===== src/rtl/spi_pkg.sv =====
// Shared definitions for the SPI configuration link.
// The configuration master and the engine's SPI receiver both import this
// package, so the two ends agree on frame width and bus mode.
//   FRAME_WIDTH_DEFAULT : bits per configuration frame
//   SPI_CPOL/SPI_CPHA   : mode 0 (clock idles low, data sampled on rising edge)
//   spi_state_e         : master sequencing states
package spi_pkg;

  localparam int FRAME_WIDTH_DEFAULT = 16;

  // Mode 0: spiClk idles low, receiver samples mosi on the rising edge,
  // transmitter changes mosi on the falling edge. MSB first.
  localparam logic SPI_CPOL = 1'b0;
  localparam logic SPI_CPHA = 1'b0;
  localparam logic [1:0] SPI_MODE = {SPI_CPOL, SPI_CPHA};

  typedef enum logic [2:0] {
    IDLE  = 3'd0,
    SETUP = 3'd1,
    SHIFT = 3'd2,
    HOLD  = 3'd3,
    GAP   = 3'd4
  } spi_state_e;

endpackage


===== src/rtl/spi_config_master_if.sv =====
// Request/bus bundle between the frame source and the SPI configuration master.
//   txData/txValid/txReady : word request handshake (txData sampled on accept)
//   busy/done              : frame status (done pulses when cs deasserts)
//   cs/mosi/spiClk         : SPI bus towards the engine's receiver
// master modport: the SPI master itself. slave modport: frame source / bus observer.
interface spi_config_master_if
  import spi_pkg::*;
#(
  parameter int FRAME_WIDTH = FRAME_WIDTH_DEFAULT
);

  logic [FRAME_WIDTH-1:0] txData;
  logic                   txValid;
  logic                   txReady;
  logic                   busy;
  logic                   done;
  logic                   cs;
  logic                   mosi;
  logic                   spiClk;

  modport master (
    input  txData, txValid,
    output txReady, busy, done, cs, mosi, spiClk
  );

  modport slave (
    output txData, txValid,
    input  txReady, busy, done, cs, mosi, spiClk
  );

endinterface


===== src/rtl/spi_clk_divider.sv =====
// Phase counter for the SPI master. Counts 0..CLK_DIV-1 and flags the last
// cycle of each phase with a one-cycle tick.
//   clk   : system clock
//   reset : synchronous active-high reset
//   clear : hold the counter at 0 (used while the master is idle, so every
//           frame starts from a fresh phase)
//   tick  : high during the last cycle of each CLK_DIV-cycle phase
// CLK_DIV must be >= 2 so the receiver's synchroniser can see spiClk.
module spi_clk_divider
  import spi_pkg::*;
#(
  parameter int CLK_DIV = 4
) (
  input  logic clk,
  input  logic reset,
  input  logic clear,
  output logic tick
);

  localparam int CW = (CLK_DIV > 1) ? $clog2(CLK_DIV) : 1;
  localparam logic [CW-1:0] LAST = CW'(CLK_DIV - 1);

  logic [CW-1:0] count;

  always_ff @(posedge clk) begin
    if (reset || clear) begin
      count <= '0;
    end else if (count == LAST) begin
      count <= '0;
    end else begin
      count <= count + 1'b1;
    end
  end

  assign tick = (count == LAST);

endmodule


===== src/rtl/spi_config_master.sv =====
// SPI mode-0 transmitter for FIR-engine configuration frames. Each accepted
// request serialises one FRAME_WIDTH-bit word MSB first on cs/mosi/spiClk.
//   clk   : system clock
//   reset : synchronous active-high reset; aborts any frame (cs rises, no done)
//   bus   : request handshake, status and SPI pins (master modport)
// Sequence per frame: IDLE -> SETUP (cs low, MSB on mosi, one half-period)
// -> SHIFT (FRAME_WIDTH clock pulses) -> HOLD (LSB held one half-period)
// -> GAP (cs high one half-period before the next request is taken).
// All outputs are registered.
module spi_config_master
  import spi_pkg::*;
#(
  parameter int FRAME_WIDTH = FRAME_WIDTH_DEFAULT,
  parameter int CLK_DIV     = 4
) (
  input logic                 clk,
  input logic                 reset,
  spi_config_master_if.master bus
);

  localparam logic [2:0] ST_IDLE  = IDLE;
  localparam logic [2:0] ST_SETUP = SETUP;
  localparam logic [2:0] ST_SHIFT = SHIFT;
  localparam logic [2:0] ST_HOLD  = HOLD;
  localparam logic [2:0] ST_GAP   = GAP;

  localparam int BW = (FRAME_WIDTH > 1) ? $clog2(FRAME_WIDTH) : 1;
  localparam logic [BW-1:0] LAST_BIT = BW'(FRAME_WIDTH - 1);

  logic [2:0]             state;
  logic [FRAME_WIDTH-1:0] shreg;
  logic [BW-1:0]          bit_cnt;
  logic                   tick;
  logic                   div_clear;

  // Holding the divider in IDLE makes the first phase of every frame exactly
  // CLK_DIV cycles long, measured from the cycle cs falls.
  assign div_clear = (state == ST_IDLE);

  spi_clk_divider #(
    .CLK_DIV(CLK_DIV)
  ) u_div (
    .clk  (clk),
    .reset(reset),
    .clear(div_clear),
    .tick (tick)
  );

  always_ff @(posedge clk) begin
    if (reset) begin
      state       <= ST_IDLE;
      shreg       <= '0;
      bit_cnt     <= '0;
      bus.cs      <= 1'b1;
      bus.spiClk  <= 1'b0;
      bus.mosi    <= 1'b0;
      bus.txReady <= 1'b1;
      bus.busy    <= 1'b0;
      bus.done    <= 1'b0;
    end else begin
      bus.done <= 1'b0;
      case (state)
        ST_IDLE: begin
          if (bus.txValid && bus.txReady) begin
            state       <= ST_SETUP;
            shreg       <= bus.txData;
            bit_cnt     <= '0;
            bus.mosi    <= bus.txData[FRAME_WIDTH-1];
            bus.cs      <= 1'b0;
            bus.txReady <= 1'b0;
            bus.busy    <= 1'b1;
          end
        end
        ST_SETUP: begin
          if (tick) begin
            bus.spiClk <= 1'b1;
            state      <= ST_SHIFT;
          end
        end
        ST_SHIFT: begin
          if (tick) begin
            if (bus.spiClk) begin
              bus.spiClk <= 1'b0;
              // The last falling edge leaves the LSB on mosi through HOLD.
              if (bit_cnt == LAST_BIT) begin
                state <= ST_HOLD;
              end else begin
                bus.mosi <= shreg[FRAME_WIDTH-2];
                shreg    <= shreg << 1;
                bit_cnt  <= bit_cnt + 1'b1;
              end
            end else begin
              bus.spiClk <= 1'b1;
            end
          end
        end
        ST_HOLD: begin
          if (tick) begin
            bus.cs   <= 1'b1;
            bus.mosi <= 1'b0;
            bus.done <= 1'b1;
            state    <= ST_GAP;
          end
        end
        ST_GAP: begin
          if (tick) begin
            bus.txReady <= 1'b1;
            bus.busy    <= 1'b0;
            state       <= ST_IDLE;
          end
        end
        default: begin
          state <= ST_IDLE;
        end
      endcase
    end
  end

endmodule


===== src/flat_wrapper.sv =====
// flat-port wrapper written by rule: the top's interface ports become plain ports
module spi_config_master_flat import spi_pkg::*;
#(
  parameter int FRAME_WIDTH = FRAME_WIDTH_DEFAULT,
  parameter int CLK_DIV     = 4
)
  (clk, reset, bus_txData, bus_txValid, bus_txReady, bus_busy, bus_done, bus_cs, bus_mosi, bus_spiClk);
  spi_config_master_if #(.FRAME_WIDTH(FRAME_WIDTH)) bus_i ();
  input logic clk;
  input logic reset;
  input wire logic [$bits(bus_i.txData)-1:0] bus_txData;
  input wire logic [$bits(bus_i.txValid)-1:0] bus_txValid;
  output wire logic [$bits(bus_i.txReady)-1:0] bus_txReady;
  output wire logic [$bits(bus_i.busy)-1:0] bus_busy;
  output wire logic [$bits(bus_i.done)-1:0] bus_done;
  output wire logic [$bits(bus_i.cs)-1:0] bus_cs;
  output wire logic [$bits(bus_i.mosi)-1:0] bus_mosi;
  output wire logic [$bits(bus_i.spiClk)-1:0] bus_spiClk;
  assign bus_i.txData = bus_txData;
  assign bus_i.txValid = bus_txValid;
  assign bus_txReady = bus_i.txReady;
  assign bus_busy = bus_i.busy;
  assign bus_done = bus_i.done;
  assign bus_cs = bus_i.cs;
  assign bus_mosi = bus_i.mosi;
  assign bus_spiClk = bus_i.spiClk;
  spi_config_master #(.FRAME_WIDTH(FRAME_WIDTH), .CLK_DIV(CLK_DIV)) u_core (.clk(clk), .reset(reset), .bus(bus_i));
endmodule

===== config.mk =====
export PLATFORM = sky130hd
export DESIGN_NAME = spi_config_master_flat
export DESIGN_NICKNAME = d
export VERILOG_FILES = /design/src/rtl/spi_pkg.sv /design/src/rtl/spi_config_master_if.sv /design/src/rtl/spi_clk_divider.sv /design/src/rtl/spi_config_master.sv /design/src/flat_wrapper.sv
export SDC_FILE = /design/constraint.sdc
export NUM_CORES = 1
export LEC_CHECK = 0
export CAP_MARGIN = 20
export CORE_MARGIN = 3
export CORE_UTILIZATION = 51
export CTS_CLUSTER_DIAMETER = 80
export CTS_CLUSTER_SIZE = 30
export DETAILED_ROUTE_END_ITERATION = 6
export PLACE_DENSITY = 0.77
export SLEW_MARGIN = 5
export SYNTH_ARGS = -nofsm -noshare
export SYNTH_HDL_FRONTEND = slang
export SYNTH_SLANG_ARGS = --single-unit

===== constraint.sdc =====
create_clock -name clk -period 2.1 [get_ports clk]
set_input_delay 0.42 -clock clk [delete_from_list [all_inputs] [get_ports clk]]
set_output_delay 0.42 -clock clk [all_outputs]
set_load 0.1 [all_outputs]

==> impl_metrics.tcl <==
set metrics [dict create \
    setup_slack_ps 215.0 \
    end_kind "register" \
    rsz0062_at_grt "no" \
    synthDistinctLibCells 39 \
    status "complete, no violations" \
    vdd_ir_drop_max_mv 0.7286 \
    p_comb_share_pct 20.4 \
    fin_skew_ps 2.924 \
    p_seq_share_pct 50.5 \
    yosys_most_used_dff "dfxtp_1" \
    post_cts_buffers 0 \
    crit_required_ps 2280 \
    hp-start "u_core.u_div.count[0]" \
    syn_to_final_growth_pct 19.32 \
    dieArea_um2 3648 \
    totalPowerFinal_uw 1246 \
    die_x_um 60.40 \
    r2r_end "u_core.shreg[7]" \
    p_int_uw 868.7 \
    worstMarginPinSlew_ps 776.8 \
    relSlewSlack_pct 48.16 \
    cp_max_fo 14 \
    final_cell_mix "30 x dfxtp_1, 25 x a21oi_1, 18 x clkdlybuf4s50_1" \
    worstHoldEndpoint "u_core.u_div.count[0]" \
    root_buffer "clkbuf_4" \
    arrival_ps 2070 \
    start_util_pct 54.25 \
    drc 0 \
    antenna_found_initial 0 \
    dieHeight_um 60.40 \
    cts_made_buffers 5 \
    clockBufferDepth 2 \
    startpoint_type "register" \
    io_buffers 24 \
    tritoncts_num_sinks 30 \
    switching_share_pct 30.30 \
    timing.fmax_mhz 530.5 \
    vias 1288 \
    finalNonFillerCells 216 \
    dp.cells 208 \
    yosys_warnings 0 \
    synth_seq_area_share_pct 39.80 \
    syn_area_um2 1509 \
    grt_start_max_net_pins 25 \
    finalCritPeriodShare_pct 89.76 \
    fp-row-count 19 \
    cts_max_level 2 \
    grt_first_pass_wirelength_mm 5.499 \
    via_per_inst 5.963 \
    path_clk_slew_ps 90 \
    hold_viol 0 \
    power_density_nw_per_um2 692.2 \
    grt_pass1_vias 1211 \
    drive_above_1_share_pct 20.54 \
    core_um2 2781 \
    dp_hpwl_mm 2.264 \
    min_path_type "register to register" \
    clockPowerShare_pct 29.1 \
    wl_per_cell_um 15.01 \
    synth_cells 159 \
    avgSynthCellArea_um2 9.490 \
    cts_tree "built" \
    hold_path_depth 1 \
    ant_nets 0 \
    drt_iter0_drc 107 \
    critPathKind "register to register" \
    nNetsFinal 205 \
    period_needed_ps 1885 \
    maxCapViolCount 0 \
    tns_ps 0 \
    pre_cts_ws_ps -63.15 \
    rr_startpoint "u_core.state[1]" \
    worstRegToRegCells 4 \
    setup_violations 0 \
    leakage_uw 0.0006336 \
    synth_nets 180 \
    grt.overflow.total 0 \
    async_flop_share_pct 0 \
    final_common_cell "dfxtp_1" \
    clk_latency_ps 330 \
    cts_hold_buf 0 \
    r2r_slack_ps 210 \
    grt_util_all_layers_pct 20.54 \
    place_congestion 0.8049 \
    ys_ff_latch 30 \
    num_antenna_cells 0 \
    synth_edf_count 0 \
    p_sw_uw 377.6 \
    finalWirelength_mm 3.242 \
    maxSlewViolCount 0 \
    boundaryPins 25 \
    cts_resized 0 \
    first_pass_iters 4 \
]
how the worst max path moves through the flow:
| stage | from | end | cells after the start | slack [ps] |
|---|---|---|---|---|
| after floorplan | u_core.bus.spiClk | u_core.shreg[10] | 5 | 80 |
| after global placement | bus_txValid | u_core.shreg[14] | 5 | -10 |
| after detailed placement | bus_txValid | u_core.shreg[7] | 5 | -60 |
| after CTS | u_core.state[1] | u_core.shreg[7] | 4 | 240 |
| after global routing | u_core.state[1] | u_core.shreg[7] | 4 | 120 |
| final | u_core.state[1] | u_core.shreg[7] | 4 | 210 |
power groups by stage:
| stage | registers (uW) | clock network (uW) | logic [uW] |
|---|---|---|---|
| after detailed placement | 642 | 0 | 254 |
| final | 629 | 363 | 254 |
| after global routing | 634 | 394 | 275 |
| after global placement | 640 | 0 | 247 |
| after floorplan | 692 | 0 | 131 |
| after CTS | 629 | 371 | 255 |
state kept, by name (all words and copies together) (netlist names), 2 cells and up:
signal,cells
u_core.u_div.count,2
u_core.state,3
u_core.shreg,15
u_core.bit_cnt,4
worst max-delay path, cell delays in order, from the launching register on:
cell and delay, ps:
dfxtp_1 540, and3_2 320, a21oi_2 100, nor2_2 600, a211oi_1 170
cells by family (layout without fill, tap and decap cells):
family | after synthesis | after routing | share of synthesized area, %
adder cells (fa/ha/maj) | 2 | 2 | 1.658
AO/OA/AOI/OAI | 55 | 55 | 26.87
AND/OR/NAND/NOR | 41 | 41 | 14.93
flip-flops | 30 | 30 | 39.80
multiplexers | 15 | 15 | 10.03
buffers and inverters | 15 | 41 | 6.136
XOR/XNOR | 1 | 1 | 0.5805
stage by stage:
stage,instance area (um^2),hold slack [ps],util (%)
5_1_grt,1800,470.8,64.73
2_1_floorplan,1509,408.0,-
3_3_place_gp,1740,417.1,62.57
3_5_place_dp,1740,426.6,62.57
6_report,1800,439.4,64.73
4_1_cts,1800,439.7,64.73
final cells by class:
type	count	area (um^2)
Fill cell	242	980.9
Multi-Input combinational cell	114	815.8
Timing Repair Buffer	31	277.8
Clock inverter	1	5.005
Clock buffer	7	55.05
Tap cell	31	38.79
Inverter	2	7.507
Sequential cell	30	600.6
synthesized netlist by cell type (2+ instances only):
cell | number | area (um^2)
o21ai_0 | 5 | 25.02
mux2i_1 | 14 | 140.1
nand3b_1 | 2 | 15.01
buf_6 | 3 | 33.78
and3_1 | 2 | 12.51
o211ai_1 | 2 | 15.01
ha_1 | 2 | 25.02
buf_2 | 2 | 10.01
nor2b_1 | 2 | 12.51
nand2_1 | 10 | 37.54
nor3_1 | 4 | 20.02
a31oi_1 | 2 | 12.51
dfxtp_1 | 30 | 600.6
a21oi_1 | 25 | 125.1
buf_4 | 3 | 22.52
clkbuf_1 | 5 | 18.77
nor2_2 | 2 | 12.51
a211oi_2 | 10 | 125.1
nand3_1 | 3 | 15.01
a211oi_1 | 6 | 45.04
nor4_1 | 3 | 18.77
nor2_1 | 4 | 15.01
inv_1 | 2 | 7.510
per-layer routing:
layer | wire [um] | GRT usage, % | vias up
met5 | 0 | 0 | -
met4 | 52 | 10.13 | 0
met3 | 164 | 7.021 | 6
met2 | 1553 | 33.02 | 33
met1 | 1472 | 24.44 | 604
li1 | - | - | 645
No activity file was read; power rests on OpenSTA's default activity.
